### config.mk
export PLATFORM = sky130hd
export DESIGN_NAME = pc_unit
export DESIGN_NICKNAME = d
export VERILOG_FILES = /design/src/rtl/pc_unit.sv
export SDC_FILE = /design/constraint.sdc
export NUM_CORES = 1
export LEC_CHECK = 0
export BUFFER_PORTS_ARGS = -buffer_cell sky130_fd_sc_hd__buf_2
export CORE_MARGIN = 3
export CORE_UTILIZATION = 45
export DETAILED_ROUTE_END_ITERATION = 7
export PLACE_DENSITY = 0.79
export SLEW_MARGIN = 20
export SYNTH_ARGS = -nofsm -noshare
export SYNTH_HDL_FRONTEND = slang
export SYNTH_SLANG_ARGS = --single-unit
### constraint.sdc
create_clock -name clk -period 3.85 [get_ports clk]
set_input_delay 0.1925 -clock clk [delete_from_list [all_inputs] [get_ports clk]]
set_output_delay 0.1925 -clock clk [all_outputs]
set_load 0.01 [all_outputs]
### src/rtl/pc_unit.sv
// Program-counter stage: PC, Z/N flags, branch-code decode and next-PC load.
// Also tracks misaligned redirect targets and counts taken redirects, saturating at all-ones.
module pc_unit #(
  parameter logic [31:0] RESET_PC = 32'h0000_0000,
  parameter int          CNT_W    = 16
) (
  input  logic             clk,
  input  logic             reset,
  input  logic             stall,
  input  logic [2:0]       branch_cont,
  input  logic [15:0]      imm16,
  input  logic [25:0]      target26,
  input  logic [31:0]      rs_data,
  input  logic [31:0]      mem_rdata,
  input  logic             alu_zero,
  input  logic [31:0]      alu_result,
  input  logic             flag_we,
  output logic [31:0]      pc,
  output logic [31:0]      pc_plus4,
  output logic             flag_z,
  output logic             flag_n,
  output logic             taken,
  output logic             illegal,
  output logic             misalign,
  output logic [CNT_W-1:0] taken_cnt
);

  logic [31:0] tgt;
  logic [31:0] br_off;

  assign pc_plus4 = pc + 32'd4;
  assign br_off   = {{14{imm16[15]}}, imm16, 2'b00};

  // Flag conditions read the registered flags, never this cycle's update
  always_comb begin
    tgt     = pc_plus4;
    taken   = 1'b0;
    illegal = 1'b0;
    unique case (1'b1)
      (branch_cont == 3'b000): ;
      (branch_cont == 3'b001): begin
        taken = flag_z;
        tgt   = {pc_plus4[31:28], target26, 2'b00};
      end
      (branch_cont == 3'b010): begin
        taken = flag_n;
        tgt   = mem_rdata;
      end
      (branch_cont == 3'b100): begin
        taken = flag_z;
        tgt   = rs_data;
      end
      (branch_cont == 3'b101): begin
        taken = alu_zero;
        tgt   = pc_plus4 + br_off;
      end
      (branch_cont == 3'b110): begin
        taken = 1'b1;
        tgt   = mem_rdata;
      end
      default: illegal = 1'b1;
    endcase
  end

  always_ff @(posedge clk or posedge reset) begin
    if (reset) begin
      pc        <= RESET_PC;
      flag_z    <= 1'b0;
      flag_n    <= 1'b0;
      misalign  <= 1'b0;
      taken_cnt <= '0;
    end else if (!stall) begin
      pc       <= taken ? {tgt[31:2], 2'b00} : pc_plus4;
      misalign <= taken && (tgt[1:0] != 2'b00);
      if (flag_we) begin
        flag_z <= alu_zero;
        flag_n <= alu_result[31];
      end
      if (taken && (taken_cnt != {CNT_W{1'b1}}))
        taken_cnt <= taken_cnt + CNT_W'(1);
    end
  end

endmodule

==> flow_metrics.env <==
export IMPL_status="finished clean"
export IMPL_max_cap_violations=0
export IMPL_drive_above_1_share_pct=31.4
export IMPL_synth_xor_area_share_pct=9.70
export IMPL_fp_dieH_um=117
export IMPL_fill_cells=1059
export IMPL_critPathKind="flip-flop to flip-flop"
export IMPL_fp_dieW_um=117
export IMPL_async_reset_ff_share_pct=100
export IMPL_slowest_stage="or4_4"
export IMPL_p_leak_nw=3.49
export IMPL_place_gp_congestion=0.996
export IMPL_ff2ff_path_depth=15
export IMPL_worst_slack_ps=170
export IMPL_worstPathCellList="nand2_1 > or4_4 > nor3_4 > buf_4 > nand2_1 > xnor2_2 > ha_1 > buf_4 > nor2b_1 > o21ai_0 > nand2b_1 > nor3b_2 > a221oi_4 > or3_1 > nand3_1"
export IMPL_clock_latency_ps=310
export IMPL_power_density_nw_per_um2=492
export IMPL_synth_compound_area_share_pct=30.6
export IMPL_required_ps=4100
export IMPL_grtUsageTotal_pct=29.3
export IMPL_core_um2=11700
export IMPL_final_hold_violation_count=0
export IMPL_cts_tree="done"
export IMPL_fin_cells=1077
export IMPL_gr_total_overflow=0
export IMPL_post_route_period_util_pct=95.6
export IMPL_crit_buf_inv=2
export IMPL_finalSetupViolCount=0
export IMPL_max_slew_margin_rel_pct=27.0
export IMPL_dieArea_um2=13600
export IMPL_r2r_slack_ps=170
export IMPL_grt_antenna_before_repair=0
export IMPL_grt_pass1_wl_mm=31.8
export IMPL_worst_hold_path_type="primary input to asynchronous set/reset pin"
export IMPL_worst_slew_pin_slew_ps=1100
export IMPL_post_route_drc_count=0
export IMPL_ios=231
export IMPL_grt_max_degree=59
export IMPL_path_max_fanout=8
export IMPL_synthToLayoutAreaGrowth_pct=30.7
export IMPL_worstPathArrival_ps=3920
export IMPL_start_util_pct=47.2
export IMPL_synth_cell_types=71
export IMPL_clockBufferDepth=2
export IMPL_ys_seq_elements=49
export IMPL_synth_fa_ha_area_share_pct=8.32
export IMPL_tritoncts_num_buffers=5
export IMPL_vdd_drop_max_mv=0.275
export IMPL_finalPower_mw=3.54
export IMPL_fin_hold_ws_ps=69.4
export IMPL_rows=39
export IMPL_synthMuxAreaShare_pct=1.86
export IMPL_clock_sinks=49
export IMPL_slowest_delay_ps=610
export IMPL_dp_cells=1064
export IMPL_synth_seq_area_share_pct=22.3
export IMPL_nets=1115
export IMPL_critical_path_top_delay_family="simple AND/OR/NAND/NOR gates"
export IMPL_vias_per_cell=6.05
export IMPL_root_buffer="clkbuf_16"
export IMPL_drt_wl_total_mm=20.2
export IMPL_drt_iter0_markers=510
export IMPL_period_minus_slack_ps=3680
export IMPL_netlist_instances=716
export IMPL_dp_hpwl_mm=15.4
export IMPL_avgSynthCellArea_um2=7.69
export IMPL_drt_pass1_iter_count=5
export IMPL_io_buffers=195
export IMPL_pre_cts_ws_ps=-1.14
export IMPL_skew_ps=11.5
export IMPL_crit_path_start_kind="flip-flop"
export IMPL_finalMaxSlewViolations=0
export IMPL_r2r_start="pc[9]"
export IMPL_synth_edf_count=0
export IMPL_finalCoreUtilization_pct=61.7
export IMPL_final_common_cell="buf_2"
export IMPL_htree_levels=2
export IMPL_clkTransAtPathRegs_ps=80
export IMPL_critPathCaptureType="flip-flop"
export IMPL_postRouteAntennaNets=0
export IMPL_synth_warning_count=0
export IMPL_syn_area_um2=5510
export IMPL_num_antenna_cells=0
export IMPL_r2r_end="pc[31]"
export IMPL_yosys_area_share_simple_pct=22.5
export IMPL_fmax_mhz=272
export IMPL_layout_common_cells="buf_2 (195), a21oi_1 (66), nand2_1 (63)"
export IMPL_synth_top_family_by_area="compound AO/OA/AOI/OAI gates"
export IMPL_wire_per_inst_um=18.8
export IMPL_grt_pass1_vias=6212
export IMPL_ys_flop_type="dfrtp_1"
export IMPL_vias=6518
==> registers in the layout (all words and copies together) (netlist names) <==
name and flops:
pc 30, flag_n 1, flag_z 1, taken_cnt 16, misalign 1
==> logic make-up after synthesis <==
group	count (synthesis)
other	1
muxes	10
DFF	49
buffers and inverters	61
and+or+nand+nor	239
adders and majority gates	36
xor gates and xnor gates	61
AOI/OAI and AO/OA	259
==> power by group <==
part	total [mW]	switching, mW	internal (mW)	leakage (nW)
Clock	0.491	0.240	0.251	0.0767
Sequential	0.815	0.174	0.640	0.606
Combinational	2.23	1.25	0.981	2.80
Total	3.54	1.67	1.87	3.49
==> tightest hold or removal path, cell delays in order <==
cell and delay [ps]:
buf_2 100, inv_2 30, buf_4 540
==> worst max-delay path by stage <==
stage	start	endpoint	slack, ps	cells past startpoint
after floorplan	pc[4]	pc[26]	40	13
after global placement	pc[13]	pc[30]	170	12
after detailed placement	pc[6]	pc[31]	-1	13
after CTS	pc[6]	pc[31]	30	13
after global routing	pc[17]	pc[31]	-20	15
final	pc[9]	pc[31]	170	15
==> through the flow <==
| step | setup TNS, ps | cell area, um2 |
|---|---|---|
| 2_1_floorplan | 0 | 5530 |
| 3_3_place_gp | 0 | 6860 |
| 3_5_place_dp | -1.14 | 6860 |
| 4_1_cts | 0 | 7020 |
| 5_1_grt | -44.6 | 7190 |
| 6_report | 0 | 7190 |
==> final cells by class <==
class / instances / area [um2] / area share [%]
clock inverters: 3 / 28.8 / 0.400
flip-flops and latches: 49 / 1230 / 17.1
well taps: 143 / 179 / 2.49
clock buffers: 5 / 125 / 1.74
inverters: 23 / 86.3 / 1.20
multi-input cells: 609 / 4200 / 58.3
repair buffers: 245 / 1350 / 18.8
==> per-layer routing <==
metal / GRT usage, % / wire length (um) / up-vias
met4: 7.49 / 422 / 0
met2: 48.4 / 9420 / 294
met5: 0 / 0 / -
met3: 3.99 / 1530 / 36
li1: - / - / 3116
met1: 40.7 / 8830 / 3072
==> cells in the mapped netlist, types with 7 or more instances <==
| library cell | instances | area [um2] |
|---|---|---|
| a21oi_1 | 68 | 340 |
| nand2_1 | 63 | 236 |
| nor2_1 | 51 | 191 |
| dfrtp_1 | 49 | 1230 |
| o21ai_0 | 47 | 235 |
| xnor2_1 | 39 | 342 |
| ha_1 | 35 | 438 |
| a22oi_1 | 32 | 240 |
| nand3_1 | 27 | 135 |
| clkbuf_1 | 26 | 97.6 |
| a21o_1 | 25 | 188 |
| xor2_1 | 22 | 193 |
| inv_1 | 21 | 78.8 |
| nand4_1 | 13 | 81.3 |
| nor3_1 | 13 | 65.1 |
| and3_1 | 12 | 75.1 |
| a31oi_1 | 11 | 68.8 |
| o211ai_1 | 10 | 75.1 |
| o22ai_1 | 10 | 62.6 |
| and2_1 | 9 | 56.3 |
| mux2i_1 | 8 | 80.1 |
| and4_1 | 7 | 61.3 |
| or3_1 | 7 | 43.8 |
==> repair_timing <==
action / 4_1_cts / 5_1_grt
gates resized for setup: 0 / 28
setup endpoints to repair: 0 / 8
endpoints found under the hold margin: 0 / 0
setup buffers: 0 / 5
hold buffers: 0 / 0
No activity file was read; power rests on OpenSTA's default activity.
